File: src/rtl/div_unit.sv
// -----------------------------------------------------------------------------
// div_unit
// Multicycle signed 32-bit divider for the multicycle MIPS datapath. It answers
// the control unit's DivOp start/end handshake. Magnitudes are divided with a
// 32-step restoring algorithm, then the sign is applied to the quotient (LO)
// and to the remainder (HI). The remainder takes the sign of the dividend.
//
// Ports
//   clk        in   1   rising-edge clock
//   reset      in   1   asynchronous active-low reset
//   dividend   in   32  signed dividend (A register)
//   divisor    in   32  signed divisor (B register)
//   div_start  in   1   start request; only looked at in IDLE
//   lo_out     out  32  quotient, held until the next result
//   hi_out     out  32  remainder, held until the next result
//   div_end    out  1   one-cycle completion pulse
//   div_zero   out  1   one-cycle divide-by-zero flag, coincident with div_end
//
// Build option
//   DIV_ZERO_TRAP_EN : when defined, a zero divisor at start skips the division.
//                      The unit then pulses div_end and div_zero on the
//                      following cycle and leaves lo_out/hi_out unchanged.
//                      When undefined, div_zero is tied low. A zero divisor
//                      then runs the normal path and gives quo=0xFFFFFFFF and
//                      rem=|dividend| before the sign is applied.
// -----------------------------------------------------------------------------
module div_unit (
    input  logic        clk,
    input  logic        reset,
    input  logic [31:0] dividend,
    input  logic [31:0] divisor,
    input  logic        div_start,
    output logic [31:0] lo_out,
    output logic [31:0] hi_out,
    output logic        div_end,
    output logic        div_zero
);

    typedef enum logic [1:0] {
        IDLE = 2'd0,
        RUN  = 2'd1,
        SIGN = 2'd2,
        DONE = 2'd3
    } state_t;

    state_t      state_reg;
    logic [32:0] rem_reg;          // partial remainder
    logic [31:0] quo_reg;          // dividend magnitude shifting out, quotient shifting in
    logic [31:0] divisor_abs_reg;
    logic [5:0]  step_cnt_reg;
    logic        sign_q_reg;
    logic        sign_r_reg;

    // Magnitudes. The two's complement of 0x80000000 is 0x80000000, and that
    // result is correct when read as an unsigned value.
    logic [31:0] dividend_abs;
    logic [31:0] divisor_abs;
    assign dividend_abs = dividend[31] ? (~dividend + 32'd1) : dividend;
    assign divisor_abs  = divisor[31]  ? (~divisor  + 32'd1) : divisor;

    // One restoring step: shift {rem, quo} left and do a trial subtract.
    // The remainder is always below divisor_abs (at most 2^31), so the
    // shifted value fits in 33 bits. Bit 32 of the trial difference set
    // means the difference is negative, and the shifted value is kept.
    logic [32:0] shifted_rem;
    logic [32:0] trial;
    logic        trial_ok;
    assign shifted_rem = (rem_reg << 1) | {32'd0, quo_reg[31]};
    assign trial       = shifted_rem - {1'b0, divisor_abs_reg};
    assign trial_ok    = ~trial[32];

`ifdef DIV_ZERO_TRAP_EN
    logic div_zero_reg;
    assign div_zero = div_zero_reg;
`else
    assign div_zero = 1'b0;
`endif

    always_ff @(posedge clk or negedge reset) begin
        if (!reset) begin
            state_reg       <= IDLE;
            rem_reg         <= '0;
            quo_reg         <= '0;
            divisor_abs_reg <= '0;
            step_cnt_reg    <= '0;
            sign_q_reg      <= 1'b0;
            sign_r_reg      <= 1'b0;
            lo_out          <= '0;
            hi_out          <= '0;
            div_end         <= 1'b0;
`ifdef DIV_ZERO_TRAP_EN
            div_zero_reg    <= 1'b0;
`endif
        end else begin
            // The completion flags are pulses. They are raised only on the
            // cycle that moves the FSM into DONE.
            div_end <= 1'b0;
`ifdef DIV_ZERO_TRAP_EN
            div_zero_reg <= 1'b0;
`endif
            case (state_reg)
                IDLE: begin
                    if (div_start) begin
`ifdef DIV_ZERO_TRAP_EN
                        if (divisor == 32'd0) begin
                            state_reg    <= DONE;
                            div_end      <= 1'b1;
                            div_zero_reg <= 1'b1;
                        end else
`endif
                        begin
                            quo_reg         <= dividend_abs;
                            divisor_abs_reg <= divisor_abs;
                            sign_q_reg      <= dividend[31] ^ divisor[31];
                            sign_r_reg      <= dividend[31];
                            rem_reg         <= '0;
                            step_cnt_reg    <= '0;
                            state_reg       <= RUN;
                        end
                    end
                end

                RUN: begin
                    if (trial_ok) begin
                        rem_reg <= trial;
                        quo_reg <= {quo_reg[30:0], 1'b1};
                    end else begin
                        rem_reg <= shifted_rem;
                        quo_reg <= {quo_reg[30:0], 1'b0};
                    end
                    step_cnt_reg <= step_cnt_reg + 6'd1;
                    if (step_cnt_reg == 6'd31) begin
                        state_reg <= SIGN;
                    end
                end

                SIGN: begin
                    // Truncating division: the quotient sign is the XOR of the
                    // operand signs, and the remainder follows the dividend.
                    lo_out    <= sign_q_reg ? (~quo_reg + 32'd1) : quo_reg;
                    hi_out    <= sign_r_reg ? (~rem_reg[31:0] + 32'd1) : rem_reg[31:0];
                    div_end   <= 1'b1;
                    state_reg <= DONE;
                end

                DONE: begin
                    state_reg <= IDLE;
                end

                default: begin
                    state_reg <= IDLE;
                end
            endcase
        end
    end

endmodule
File: config.mk
export PLATFORM = sky130hd
export DESIGN_NAME = div_unit
export DESIGN_NICKNAME = d
export VERILOG_FILES = /design/src/rtl/div_unit.sv
export SDC_FILE = /design/constraint.sdc
export NUM_CORES = 1
export LEC_CHECK = 0
export CAP_MARGIN = 20
export CORE_UTILIZATION = 57
export CTS_CLUSTER_SIZE = 14
export DETAILED_ROUTE_END_ITERATION = 16
export GPL_TIMING_DRIVEN = 0
export PLACE_DENSITY = 0.93
export SLEW_MARGIN = 20
export SYNTH_ARGS = -nofsm -noshare
export SYNTH_HDL_FRONTEND = slang
export SYNTH_SLANG_ARGS = --single-unit
File: constraint.sdc
create_clock -name clk -period 3.9 [get_ports clk]
set_input_delay 0.78 -clock clk [delete_from_list [all_inputs] [get_ports clk]]
set_output_delay 0.78 -clock clk [all_outputs]
set_load 0.02 [all_outputs]
==> results.md, run 1 <==
* Starting DRT DRC Count at 910
* Height of the chip at 144 um
* Sink Count at 171
* Vias/cell at 6.14
* Post-CTS setup buffer count at 0
* Final HPWL DP at 25.2 mm
* Yosys warning count at 0
* Number of buffers created by CTS at 17
* Post-route core utilization at 70.3%
* Net Count, Synth at 1468
* Final setup fails at 0
* Reg power frac at 27.3%
* Top FF cell, synth: dfrtp_1
* Final Skew at 0.00674 ns
* Crit-path cells: inv_1, ha_1, fa_1, nand2b_1, a21oi_2, o21ai_2, o211ai_1, a2111oi_1, or3b_1, buf_2, and2_1, buf_2, buf_2, a221o_1
* Hold crit path type: in2async
* Number of antenna diodes at 0
* Crit path buf inv count at 4
* Vias at 11.0k
* CTS tree: built
* Data arrival, critical path at 4.04 ns
* Final Cycle Share at 95.1%
* Area delta synth->final at 20.2%
* Root buf cell: clkbuf_16
* Syn Area/Cell at 8.40 um^2
* Sequential area share after synthesis at 37.4%
* R2R depth at 14
* Final hold vios at 0
* Power per cell area at 889 mW/mm^2
* Final instance area at 0.0137 mm^2
* Sw Ratio at 48.8%
* Vias in the first global route at 10.3k
* Die Wd at 144 um
* Final ANT Viol Nets at 0
* Slowest-stage cell, CP: dfrtp_1
* H-tree depth at 4
* Clk buf depth at 2
* Mapped cell area at 0.0114 mm^2
* Critical Path End: rem_reg[11]$_DFFE_PN0P_
* Crit start category: flop
* Seq. cell area at 0.00428 mm^2
* Routed WL at 32.7 mm
* WL per Instance at 18.3 um
* Comb pwr share at 58.2%
* Slew Viols, Final at 0
* CP max FO at 10
* Starting density of the core at 58.5%
* Non-Filler Instances at 1789
* Worst-margin pin slew at 0.684 ns
* Stages on worst setup path at 14
* Post-layout power at 12.2 mW
* Number of fill cells in the layout at 1469
* First-pass detailed-route iteration total at 5
* R2R Path Start: quo_reg[31]$_DFFE_PN0P_
* Share of layout cells above drive strength 1 at 4.86%
* CP dominant cell by count: buf_2
* Die area at 0.0206 mm^2
* DRC viols at 0
* Net Switching at 5.95 mW
* Rel. slew slack at 53.2%
* Core area at 0.0195 mm^2
* CTS Hold Bufs at 0
* RSZ-0062 raised after global routing: no
* Multi-input gate area at 0.00666 mm^2
* CP Data Required Time at 4.23 ns
* Worst skew pair latency at 0.44 ns
* Internal cell power at 6.26 mW
* Crit Reg-Reg Endpoint: rem_reg[11]$_DFFE_PN0P_
* Layout net count at 1619
* Placement row count at 51
* Total congestion overflow at 0
* Ports at 133
* WHS at 0.355 ns
* Kind of critical path: reg2reg
* F_max at 270 MHz
* Initial antenna violation count at 0
* Number of flops mapped to enable cells by yosys at 0
* Area post-placement at 0.0131 mm^2
* CP endpoint kind: flop
* Largest net degree at the start of global routing at 95
* Synth async-reset ratio at 100%
* IO Port Bufs at 131
* Placer Congestion at 0.957
* VDD IR max at 0.383 mV
* Placed Cells at 1757
* Clock network fraction of total power at 14.5%
* Pleak at 5.82 nW
* Post-Syn Instances at 1360
* Synth cell types at 68
* Critical path's top delay family: compound AO/OA/AOI/OAI gates
* Max incr delay on CP at 0.43 ns
* Global-route wire length before repair at 52.5 mm
* Clk pin slew, worst setup/hold paths at 0.07 ns
* All-layer global routing usage at 32.9%
* R2R setup slack at 0.19 ns
* Max Cap Viol at 0
* Crit. Startpoint: quo_reg[31]$_DFFE_PN0P_
* Post-layout min period at 3.71 ns
* Status: completed
* Yosys reg bits at 171
## cells by family after synthesis
kind of cell,count (synthesis),share of synthesized area [%]
flops,171,37.4
buf+inv,130,4.37
simple gates,429,17.4
xor+xnor,143,11.0
compound gates,423,23.2
other cells,1,0.0328
mux,22,2.04
fa+ha+maj,41,4.55
## cell usage after synthesis, drive strengths merged, types with 3 or more instances
master | number | area share [%]
a211oi | 8 | 0.53
nor2b | 5 | 0.27
a221o | 14 | 1.2
nand2b | 16 | 0.88
o211ai | 23 | 1.5
o2111ai | 6 | 0.46
o31ai | 30 | 2.0
nand3b | 3 | 0.20
a2111oi | 4 | 0.37
dfrtp | 171 | 37
mux2 | 10 | 0.99
nor2 | 133 | 4.4
o21ai | 112 | 4.9
clkbuf | 63 | 2.1
a21boi | 4 | 0.26
nand4 | 13 | 0.71
o21a | 6 | 0.39
nor4 | 5 | 0.41
o21bai | 8 | 0.56
nand3 | 18 | 0.83
o41ai | 22 | 1.9
or2 | 5 | 0.30
and2 | 7 | 0.38
mux2i | 12 | 1.1
nor3 | 17 | 0.79
nor3b | 3 | 0.24
or3 | 15 | 0.82
a31oi | 5 | 0.27
inv | 54 | 1.8
and3 | 7 | 0.38
a21oi | 143 | 6.3
ha | 40 | 4.4
a21o | 18 | 1.2
o22ai | 4 | 0.22
xor2 | 111 | 8.5
xnor2 | 32 | 2.5
or4 | 16 | 1.1
nand2 | 162 | 5.3
buf | 13 | 0.53
## cells in the final DEF, fill, tap and decap left out, types with 15 or more instances in the layout
master / n
clkbuf_16: 17
o41ai_1: 19
o31ai_1: 30
nand2_1: 162
nand3_1: 17
ha_1: 40
or3_1: 15
nand2b_1: 16
xor2_1: 111
o211ai_1: 23
nor3_1: 16
a21oi_1: 142
o21ai_0: 109
nor2_1: 133
inv_1: 54
a21o_1: 18
dfrtp_1: 171
xnor2_1: 32
clkbuf_1: 62
clkdlybuf4s50_1: 130
## routing by layer
layer | routed length (um) | GRT usage (%)
met3 | 3110 | 6.63
met4 | 641 | 10.1
met1 | 14100 | 45.9
met5 | 0 | 0
met2 | 14800 | 51.4
## worst min-delay path by stage
stage                                                from                              end  cells past startpoint
after global placement     divisor_abs_reg[5]$_DFFE_PN0P_   divisor_abs_reg[5]$_DFFE_PN0P_                      2
after CTS                                           reset      step_cnt_reg[4]$_DFFE_PN0P_                      1
after floorplan           divisor_abs_reg[10]$_DFFE_PN0P_  divisor_abs_reg[10]$_DFFE_PN0P_                      2
after global routing                                reset         state_reg[1]$_DFFE_PN0P_                      1
final                                               reset      step_cnt_reg[4]$_DFFE_PN0P_                      1
after detailed placement  divisor_abs_reg[15]$_DFFE_PN0P_  divisor_abs_reg[15]$_DFFE_PN0P_                      2
## repair_timing
action,4_1_cts,5_1_grt
gates resized for setup,1,4
pin swaps,0,1
endpoints found under the hold margin,0,0
setup endpoints to repair,5,14
## per-stage QoR
stage          worst slack, ns  setup TNS, ns
2_1_floorplan            0.737              0
3_3_place_gp             -4.60        -784.60
3_5_place_dp           -0.0349         -0.130
4_1_cts                  0.120              0
5_1_grt                 0.0163              0
6_report                 0.190              0
## power by group through the flow
stage	Sequential (mW)	Combinational [mW]	Clock (mW)
floorplan	3.51	4.37	0
global placement	3.27	6.66	0
detailed placement	3.32	6.90	0
CTS	3.29	6.98	1.76
global route	3.41	7.77	1.85
finish	3.33	7.11	1.77
## final cells by class
cell class / instances / area share (%)
Tap cell: 265 / 2.41
Sequential cell: 171 / 31.2
Inverter: 54 / 1.48
Clock inverter: 15 / 1.39
Clock buffer: 17 / 3.10
Buffer: 76 / 2.17
Multi-Input combinational cell: 1059 / 48.5
Timing Repair Buffer: 132 / 9.79
Power figures use the tool's default switching activity.
==> run 2: changes to the inputs <==
--- a/config.mk
+++ b/config.mk
@@ -5,12 +5,14 @@
 export SDC_FILE = /design/constraint.sdc
 export NUM_CORES = 1
 export LEC_CHECK = 0
+export ABC_AREA = 0
 export CAP_MARGIN = 20
 export CORE_UTILIZATION = 57
-export CTS_CLUSTER_SIZE = 14
+export CTS_CLUSTER_SIZE = 16
 export DETAILED_ROUTE_END_ITERATION = 16
 export GPL_TIMING_DRIVEN = 0
 export PLACE_DENSITY = 0.93
+export SKIP_LAST_GASP = 1
 export SLEW_MARGIN = 20
 export SYNTH_ARGS = -nofsm -noshare
 export SYNTH_HDL_FRONTEND = slang
==> results of run 2 <==
The final DEF is identical to that of run 1; final timing and power are the same.
